<file path="src/rtl/seven_segment_pkg.sv">
// Shared definitions for the seven-segment scanner and decoder.
// Holds digit width, the scan state type and the inactive-enable helper.
package seven_segment_pkg;

    localparam int unsigned DIGIT_W    = 4;
    localparam int unsigned MAX_DIGITS = 8;

    typedef enum logic [0:0] {
        BLANK = 1'b0,
        SHOW  = 1'b1
    } scan_state_t;

    // Enable vector with every digit off, for the requested polarity.
    function automatic logic [MAX_DIGITS-1:0] inactive_enables(input logic active_low);
        return active_low ? {MAX_DIGITS{1'b1}} : {MAX_DIGITS{1'b0}};
    endfunction

endpackage

</file>
<file path="src/rtl/seven_segment_slot_timer.sv">
// Per-digit slot timer: slot counter, slot-end strobe and BLANK/SHOW state.
// o_show_next is the state the register takes on the coming edge.
module seven_segment_slot_timer
    import seven_segment_pkg::*;
#(
    parameter int unsigned REFRESH_DIV  = 12000,
    parameter int unsigned BLANK_CYCLES = 16
) (
    input  logic CLK_IN,
    input  logic RST_N_IN,
    output logic o_slot_end,
    output logic o_show_next
);

    localparam int unsigned CW = (REFRESH_DIV > 1) ? $clog2(REFRESH_DIV) : 1;

    logic [CW-1:0] r_count;
    logic [CW-1:0] w_count_next;
    scan_state_t   r_state;
    scan_state_t   w_state_next;
    logic          w_slot_end;

    assign w_slot_end   = (r_count == CW'(REFRESH_DIV - 1));
    assign w_count_next = w_slot_end ? '0 : r_count + 1'b1;

    always_comb begin
        w_state_next = r_state;
        case (r_state)
            BLANK: if (w_count_next == CW'(BLANK_CYCLES)) w_state_next = SHOW;
            SHOW:  if (w_slot_end)                        w_state_next = BLANK;
        endcase
    end

    always_ff @(posedge CLK_IN or negedge RST_N_IN) begin
        if (!RST_N_IN) begin
            r_count <= '0;
            r_state <= BLANK;
        end else begin
            r_count <= w_count_next;
            r_state <= w_state_next;
        end
    end

    assign o_slot_end  = w_slot_end;
    assign o_show_next = (w_state_next == SHOW);

endmodule

</file>
<file path="src/rtl/seven_segment_scanner.sv">
// Time-multiplexed N-digit hex scanner feeding a registered 7-segment decoder.
// Optional feature macro: LEADING_ZERO_BLANK_EN (suppress leading-zero digits).
module seven_segment_scanner
    import seven_segment_pkg::*;
#(
    parameter int unsigned NUM_DIGITS       = 4,
    parameter int unsigned REFRESH_DIV      = 12000,
    parameter int unsigned BLANK_CYCLES     = 16,
    parameter bit          DIGIT_ACTIVE_LOW = 1'b1
) (
    input  logic                          CLK_IN,
    input  logic                          RST_N_IN,
    input  logic [DIGIT_W*NUM_DIGITS-1:0] VALUE_IN,
    input  logic                          LOAD_IN,
    output logic [DIGIT_W-1:0]            NUMBER_OUT,
    output logic [NUM_DIGITS-1:0]         DIGIT_EN_OUT,
    output logic                          BLANK_OUT,
    output logic                          FRAME_OUT
);

    localparam int unsigned IW = $clog2(NUM_DIGITS);
    localparam int unsigned VW = DIGIT_W * NUM_DIGITS;
    localparam logic [MAX_DIGITS-1:0] EN_OFF_ALL = inactive_enables(DIGIT_ACTIVE_LOW);
    localparam logic [NUM_DIGITS-1:0] EN_OFF     = EN_OFF_ALL[NUM_DIGITS-1:0];

    logic                  w_slot_end;
    logic                  w_show_next;
    logic                  w_frame_wrap;
    logic                  w_suppress_next;
    logic                  w_show_gated;
    logic [IW-1:0]         w_idx_next;
    logic [VW-1:0]         w_display_next;
    logic [DIGIT_W-1:0]    w_digit_sel;
    logic [NUM_DIGITS-1:0] w_onehot;
    logic [NUM_DIGITS-1:0] w_en_active;

    logic [IW-1:0]         r_idx;
    logic [VW-1:0]         r_shadow;
    logic [VW-1:0]         r_display;
    logic                  r_pending;
    logic [DIGIT_W-1:0]    r_number;
    logic [NUM_DIGITS-1:0] r_digit_en;
    logic                  r_blank;
    logic                  r_frame;

    seven_segment_slot_timer #(
        .REFRESH_DIV  (REFRESH_DIV),
        .BLANK_CYCLES (BLANK_CYCLES)
    ) u_slot_timer (
        .CLK_IN      (CLK_IN),
        .RST_N_IN    (RST_N_IN),
        .o_slot_end  (w_slot_end),
        .o_show_next (w_show_next)
    );

    assign w_frame_wrap = w_slot_end && (r_idx == IW'(NUM_DIGITS - 1));

    always_comb begin
        w_idx_next = r_idx;
        if (w_slot_end) w_idx_next = w_frame_wrap ? '0 : r_idx + 1'b1;
    end

    // Display only changes at the frame wrap; a load landing on the wrap bypasses the shadow.
    always_comb begin
        w_display_next = r_display;
        if (w_frame_wrap) begin
            if (LOAD_IN)        w_display_next = VALUE_IN;
            else if (r_pending) w_display_next = r_shadow;
        end
    end

    assign w_digit_sel = w_display_next[w_idx_next*DIGIT_W +: DIGIT_W];

`ifdef LEADING_ZERO_BLANK_EN
    // w_upper_zero[k]: display digits k..NUM_DIGITS-1 are all zero.
    logic [NUM_DIGITS-1:0] w_upper_zero;

    always_comb begin
        w_upper_zero = '0;
        w_upper_zero[NUM_DIGITS-1] = (w_display_next[VW-1 -: DIGIT_W] == '0);
        for (int unsigned j = 1; j < NUM_DIGITS; j++) begin
            w_upper_zero[NUM_DIGITS-1-j] = w_upper_zero[NUM_DIGITS-j] &&
                (w_display_next[(NUM_DIGITS-1-j)*DIGIT_W +: DIGIT_W] == '0);
        end
    end

    assign w_suppress_next = (w_idx_next != '0) && w_upper_zero[w_idx_next];
`else
    assign w_suppress_next = 1'b0;
`endif

    always_comb begin
        w_onehot = '0;
        w_onehot[w_idx_next] = 1'b1;
    end

    assign w_en_active  = DIGIT_ACTIVE_LOW ? ~w_onehot : w_onehot;
    assign w_show_gated = w_show_next && !w_suppress_next;

    always_ff @(posedge CLK_IN or negedge RST_N_IN) begin
        if (!RST_N_IN) begin
            r_idx     <= '0;
            r_shadow  <= '0;
            r_display <= '0;
            r_pending <= 1'b0;
        end else begin
            r_idx     <= w_idx_next;
            r_display <= w_display_next;
            if (w_frame_wrap) begin
                r_pending <= 1'b0;
            end else if (LOAD_IN) begin
                r_shadow  <= VALUE_IN;
                r_pending <= 1'b1;
            end
        end
    end

    // Outputs are registered against next-state values so they line up with the slot count.
    always_ff @(posedge CLK_IN or negedge RST_N_IN) begin
        if (!RST_N_IN) begin
            r_number   <= '0;
            r_digit_en <= EN_OFF;
            r_blank    <= 1'b1;
            r_frame    <= 1'b0;
        end else begin
            if (w_slot_end) r_number <= w_digit_sel;
            r_digit_en <= w_show_gated ? w_en_active : EN_OFF;
            r_blank    <= !w_show_gated;
            r_frame    <= w_frame_wrap;
        end
    end

    assign NUMBER_OUT   = r_number;
    assign DIGIT_EN_OUT = r_digit_en;
    assign BLANK_OUT    = r_blank;
    assign FRAME_OUT    = r_frame;

endmodule
</file>
<file path="config.mk">
export PLATFORM = sky130hd
export DESIGN_NAME = seven_segment_scanner
export DESIGN_NICKNAME = d
export VERILOG_FILES = /design/src/rtl/seven_segment_pkg.sv /design/src/rtl/seven_segment_slot_timer.sv /design/src/rtl/seven_segment_scanner.sv
export SDC_FILE = /design/constraint.sdc
export NUM_CORES = 1
export LEC_CHECK = 0
export CAP_MARGIN = 25
export CORE_ASPECT_RATIO = 1.75
export CORE_MARGIN = 5
export CORE_UTILIZATION = 40
export DETAILED_ROUTE_END_ITERATION = 7
export PLACE_DENSITY = 0.7
export SLEW_MARGIN = 15
export SYNTH_ARGS = -nofsm -noshare
export SYNTH_HDL_FRONTEND = slang
export SYNTH_SLANG_ARGS = --single-unit
</file>
<file path="constraint.sdc">
create_clock -name CLK_IN -period 3.6 [get_ports CLK_IN]
set_clock_uncertainty 0.05 [all_clocks]
set_input_delay 0.36 -clock CLK_IN [delete_from_list [all_inputs] [get_ports CLK_IN]]
set_output_delay 0.36 -clock CLK_IN [all_outputs]
set_load 0.05 [all_outputs]
</file>
==> PnR_summary.wiki <==
{| class="wikitable"
! Metric !! Value
|-
| Status || complete, but fails checks
|-
| Violated checks || negative hold slack
|-
| Clock tree from TritonCTS || yes
|-
| Detailed placer's ending HPWL || 4.689 mm
|-
| Reg2Reg Launch Point || u_slot_timer.r_count[8]
|-
| Max Buffers Root-to-Sink || 2
|-
| Power density over cell area || 458.3 nW/µm²
|-
| Peak supply drop || 0.2835 mV
|-
| Sequential cell area || 1508 µm²
|-
| Switching power share of the total || 20.44%
|-
| Total number of clock tree sinks || 60
|-
| Sum of buffers and inverters on the critical path || 1
|-
| Drc violations || 0
|-
| Fraction of registers with async set/reset || 100.0%
|-
| Crit path arrival time || 2.90 ns
|-
| Capturing point of the worst reg2reg path || NUMBER_OUT[2]
|-
| Crit path max-delay family || simple AND/OR/NAND/NOR gates
|-
| Remaining max-slew budget at the tightest pin || 48.80%
|-
| Clock latency on the worst-skew pair || 0.32 ns
|-
| Flops & latches, synth || 60
|-
| Initial antenna violation count || 0
|-
| Highest net fanout along the worst path || 21
|-
| Register-to-Register Path Depth || 7
|-
| Most frequently used cell type in the post-synthesis netlist || sky130_fd_sc_hd__dfrtp_1
|-
| Wire length after detailed routing || 6.322 mm
|-
| Final hold slack || -0.01660 ns
|-
| Final critical-path setup slack || 0.9117 ns
|-
| Final max-slew violation count || 0
|-
| Switching pwr || 322.4 µW
|-
| Crit-path max cell delay || 0.60 ns
|-
| TritonCTS buffer count || 9
|-
| Final standard cell area without fillers || 3442 µm²
|-
| Synth top cells by count || sky130_fd_sc_hd__dfrtp_1, sky130_fd_sc_hd__nor2_1, sky130_fd_sc_hd__nand2_1
|-
| Post-DP Area || 3157 µm²
|-
| Clock Pin Slew Worst Setup and Hold Paths || 0.05 ns
|-
| Final period utilization || 74.67%
|-
| Slew @ Worst Pin || 0.7580 ns
|-
| Required time worst endpoint || 3.81 ns
|-
| Startpoint of the worst setup timing path || u_slot_timer.r_count[8]
|-
| Unrepaired setup endpoints after global routing || no
|-
| Number of hold violations in the final report || 16
|-
| P_int || 1.255 mW
|-
| Kind of end point of the critical path || flop
|-
| Maximum number of pins on one net before global-route repair || 48
|-
| Highest attainable clock frequency || 372.0 MHz
|-
| Maximum level of the CTS H-tree || 3
|-
| Detailed Route Iter0 Violations || 110
|-
| LEAKAGE || 1.443 nW
|-
| Hold crit path type || in -> async
|-
| Total number of vias || 2,078
|-
| Cell type with the largest total area after synthesis || sky130_fd_sc_hd__dfrtp_1
|-
| Final count of negative-setup-slack endpoints || 0
|-
| Diode insertion count for antenna repair || 0
|-
| Cell count after synthesis || 261
|-
| Buffers inserted during post-CTS setup optimization || 0
|-
| First-pass iteration count of the detailed router || 4
|-
| Cell type of the slowest stage on the worst timing path || sky130_fd_sc_hd__or4b_4
|-
| Net count of the finished layout || 313
|-
| Total Die Area || 8860 µm²
|-
| Share of power burned in registers || 44.5%
|-
| Syn nets || 282
|-
| Synth unique cells || 44
|-
| Setup WS pre-CTS || 0.8190 ns
|-
| Final Wtd Congestion || 0.8631
|-
| Sequence of cells on the critical path || or4b_4 -> nor4_4 -> buf_4 -> mux2_2 -> a211oi_1 -> o21a_1 -> a311o_1
|-
| Sort of element at the start of the critical path || flop
|-
| Post-route antenna net violation count || 0
|-
| Setup_tns || 0 ns
|-
| Post-synth EDFFs || 0
|-
| Final design utilization || 50.20%
|-
| Mean number of vias per cell || 5.454
|-
| Yosys synthesis warning count || 0
|-
| Fraction of the yosys area taken by sequential cells || 53.70%
|-
| Total of max-cap violations || 0
|-
| Area growth from synthesis to layout || 22.59%
|-
| Number of cells on the critical path || 7
|-
| Minimum period implied by the final worst setup slack || 2.688 ns
|-
| Total area of multi-input combinational cells || 1227 µm²
|-
| Gr usage total || 15.72%
|-
| Avg Synthesized Cell Area || 10.76 µm²
|-
| Crit path capture || NUMBER_OUT[2]
|-
| Synth Cell Area || 2808 µm²
|-
| Global-route wire length before repair || 10.46 mm
|-
| Most common flop cell mapped by yosys || sky130_fd_sc_hd__dfrtp_1
|-
| Die extent in y || 120.8 µm
|-
| Number of hold buffers added after CTS || 0
|-
| Setup CP Type || reg -> reg
|-
| Number of placement rows || 40
|-
| Width of the die || 73.33 µm
|-
| Placeable core area || 6857 µm²
|-
| Clock Power Share || 50.6%
|-
| Count of boundary I/O pins || 29
|-
| Buffers added on ports || 28
|-
| Fraction of power consumed by combinational cells || 4.9%
|-
| Worst reg-to-reg setup slack || 0.91 ns
|-
| Cells resized by post-CTS repair || 0
|-
| Area share of the largest cell type after synthesis || 49.02%
|-
| Number of global-route vias before repair || 2,162
|-
| Effective utilization at floorplan || 40.95%
|-
| Power Total || 1.577 mW
|-
| Clock tree root buffer cell || sky130_fd_sc_hd__clkbuf_16
|-
| Layout filler cell count || 616
|-
| Fraction of layout instances using a drive strength above 1 || 15.49%
|-
| Overflow left after global routing || 0
|-
| Cell types with the largest area share after synthesis || sky130_fd_sc_hd__dfrtp_1, sky130_fd_sc_hd__mux2_2, sky130_fd_sc_hd__nor2_1, sky130_fd_sc_hd__dfstp_2, sky130_fd_sc_hd__nand2_1
|-
| Mean routed wirelength per cell || 16.59 µm
|}
-- flip-flops by register name (all words and copies together), names as in the netlist --
name                  count
u_slot_timer.r_count     14
FRAME_OUT                 1
DIGIT_EN_OUT              4
NUMBER_OUT                4
BLANK_OUT                 1
u_slot_timer.r_state      1
r_shadow                 16
r_idx                     2
r_display                16
r_pending                 1
-- area by class of cell --
| type | count | share of cell area (%) |
|---|---|---|
| clock buffers | 15 | 8.070 |
| repair buffers | 31 | 8.724 |
| well taps | 84 | 3.053 |
| clock inverters | 1 | 0.1454 |
| multi-input cells | 185 | 35.66 |
| inverters | 5 | 0.5453 |
| flip-flops and latches | 60 | 43.80 |
-- metal layers --
metal | GRT usage [%] | share of wire, % | vias to the layer above
met5 | 0 | 0 | -
met4 | 9.184 | 3.3 | 0
met3 | 3.577 | 3.9 | 15
met2 | 26.68 | 54 | 47
met1 | 17.43 | 38 | 1013
li1 | - | - | 1003
-- metrics by stage --
step	cells	hold slack, ns
finish	381	-0.01660
global route	381	0.04847
CTS	381	0.2038
detailed placement	365	0.4334
global placement	365	0.4181
floorplan	261	0.01441
-- power groups by stage --
stage | Sequential [mW] | Clock, mW | Combinational [mW]
2_1_floorplan | 0.711 | 0 | 0.0364
3_3_place_gp | 0.712 | 0 | 0.0773
3_5_place_dp | 0.713 | 0 | 0.0783
4_1_cts | 0.702 | 0.813 | 0.0785
5_1_grt | 0.703 | 0.844 | 0.0876
6_report | 0.703 | 0.798 | 0.0770
-- placed cells by master, fill, tap and decap left out, types with 4 or more instances in the layout --
master	instances
sky130_fd_sc_hd__clkdlybuf4s50_1	27
sky130_fd_sc_hd__xnor2_1	9
sky130_fd_sc_hd__xor2_1	4
sky130_fd_sc_hd__nand2_1	25
sky130_fd_sc_hd__and2_1	4
sky130_fd_sc_hd__mux2i_1	5
sky130_fd_sc_hd__nor2_1	37
sky130_fd_sc_hd__o22ai_1	12
sky130_fd_sc_hd__nand4_1	6
sky130_fd_sc_hd__mux2_2	17
sky130_fd_sc_hd__or2_2	4
sky130_fd_sc_hd__a21oi_1	12
sky130_fd_sc_hd__dfrtp_1	55
sky130_fd_sc_hd__clkbuf_16	9
sky130_fd_sc_hd__nand3_1	6
sky130_fd_sc_hd__inv_1	5
sky130_fd_sc_hd__a211oi_1	6
sky130_fd_sc_hd__dfstp_2	5
sky130_fd_sc_hd__buf_4	4
-- cells by family after synthesis --
group | synth area share [%]
xor gates and xnor gates | 4.055
and+or+nand+nor | 16.53
adders and majority gates | 0.8911
AOI/OAI and AO/OA | 13.24
DFF | 53.70
buffers and inverters | 2.585
muxes | 9.002
-- how the worst min path moves through the flow --
stage / from / end / slack [ns] / depth (start not counted)
after floorplan: RST_N_IN / FRAME_OUT / 0.01 / 0
final: RST_N_IN / u_slot_timer.r_count[11] / -0.02 / 1
after global routing: RST_N_IN / u_slot_timer.r_count[11] / 0.05 / 1
after global placement: u_slot_timer.r_count[0] / u_slot_timer.r_count[0] / 0.42 / 1
after CTS: RST_N_IN / u_slot_timer.r_count[11] / 0.20 / 1
after detailed placement: u_slot_timer.r_count[0] / u_slot_timer.r_count[0] / 0.43 / 1
Note: power is estimated with default switching activity, not from simulation.
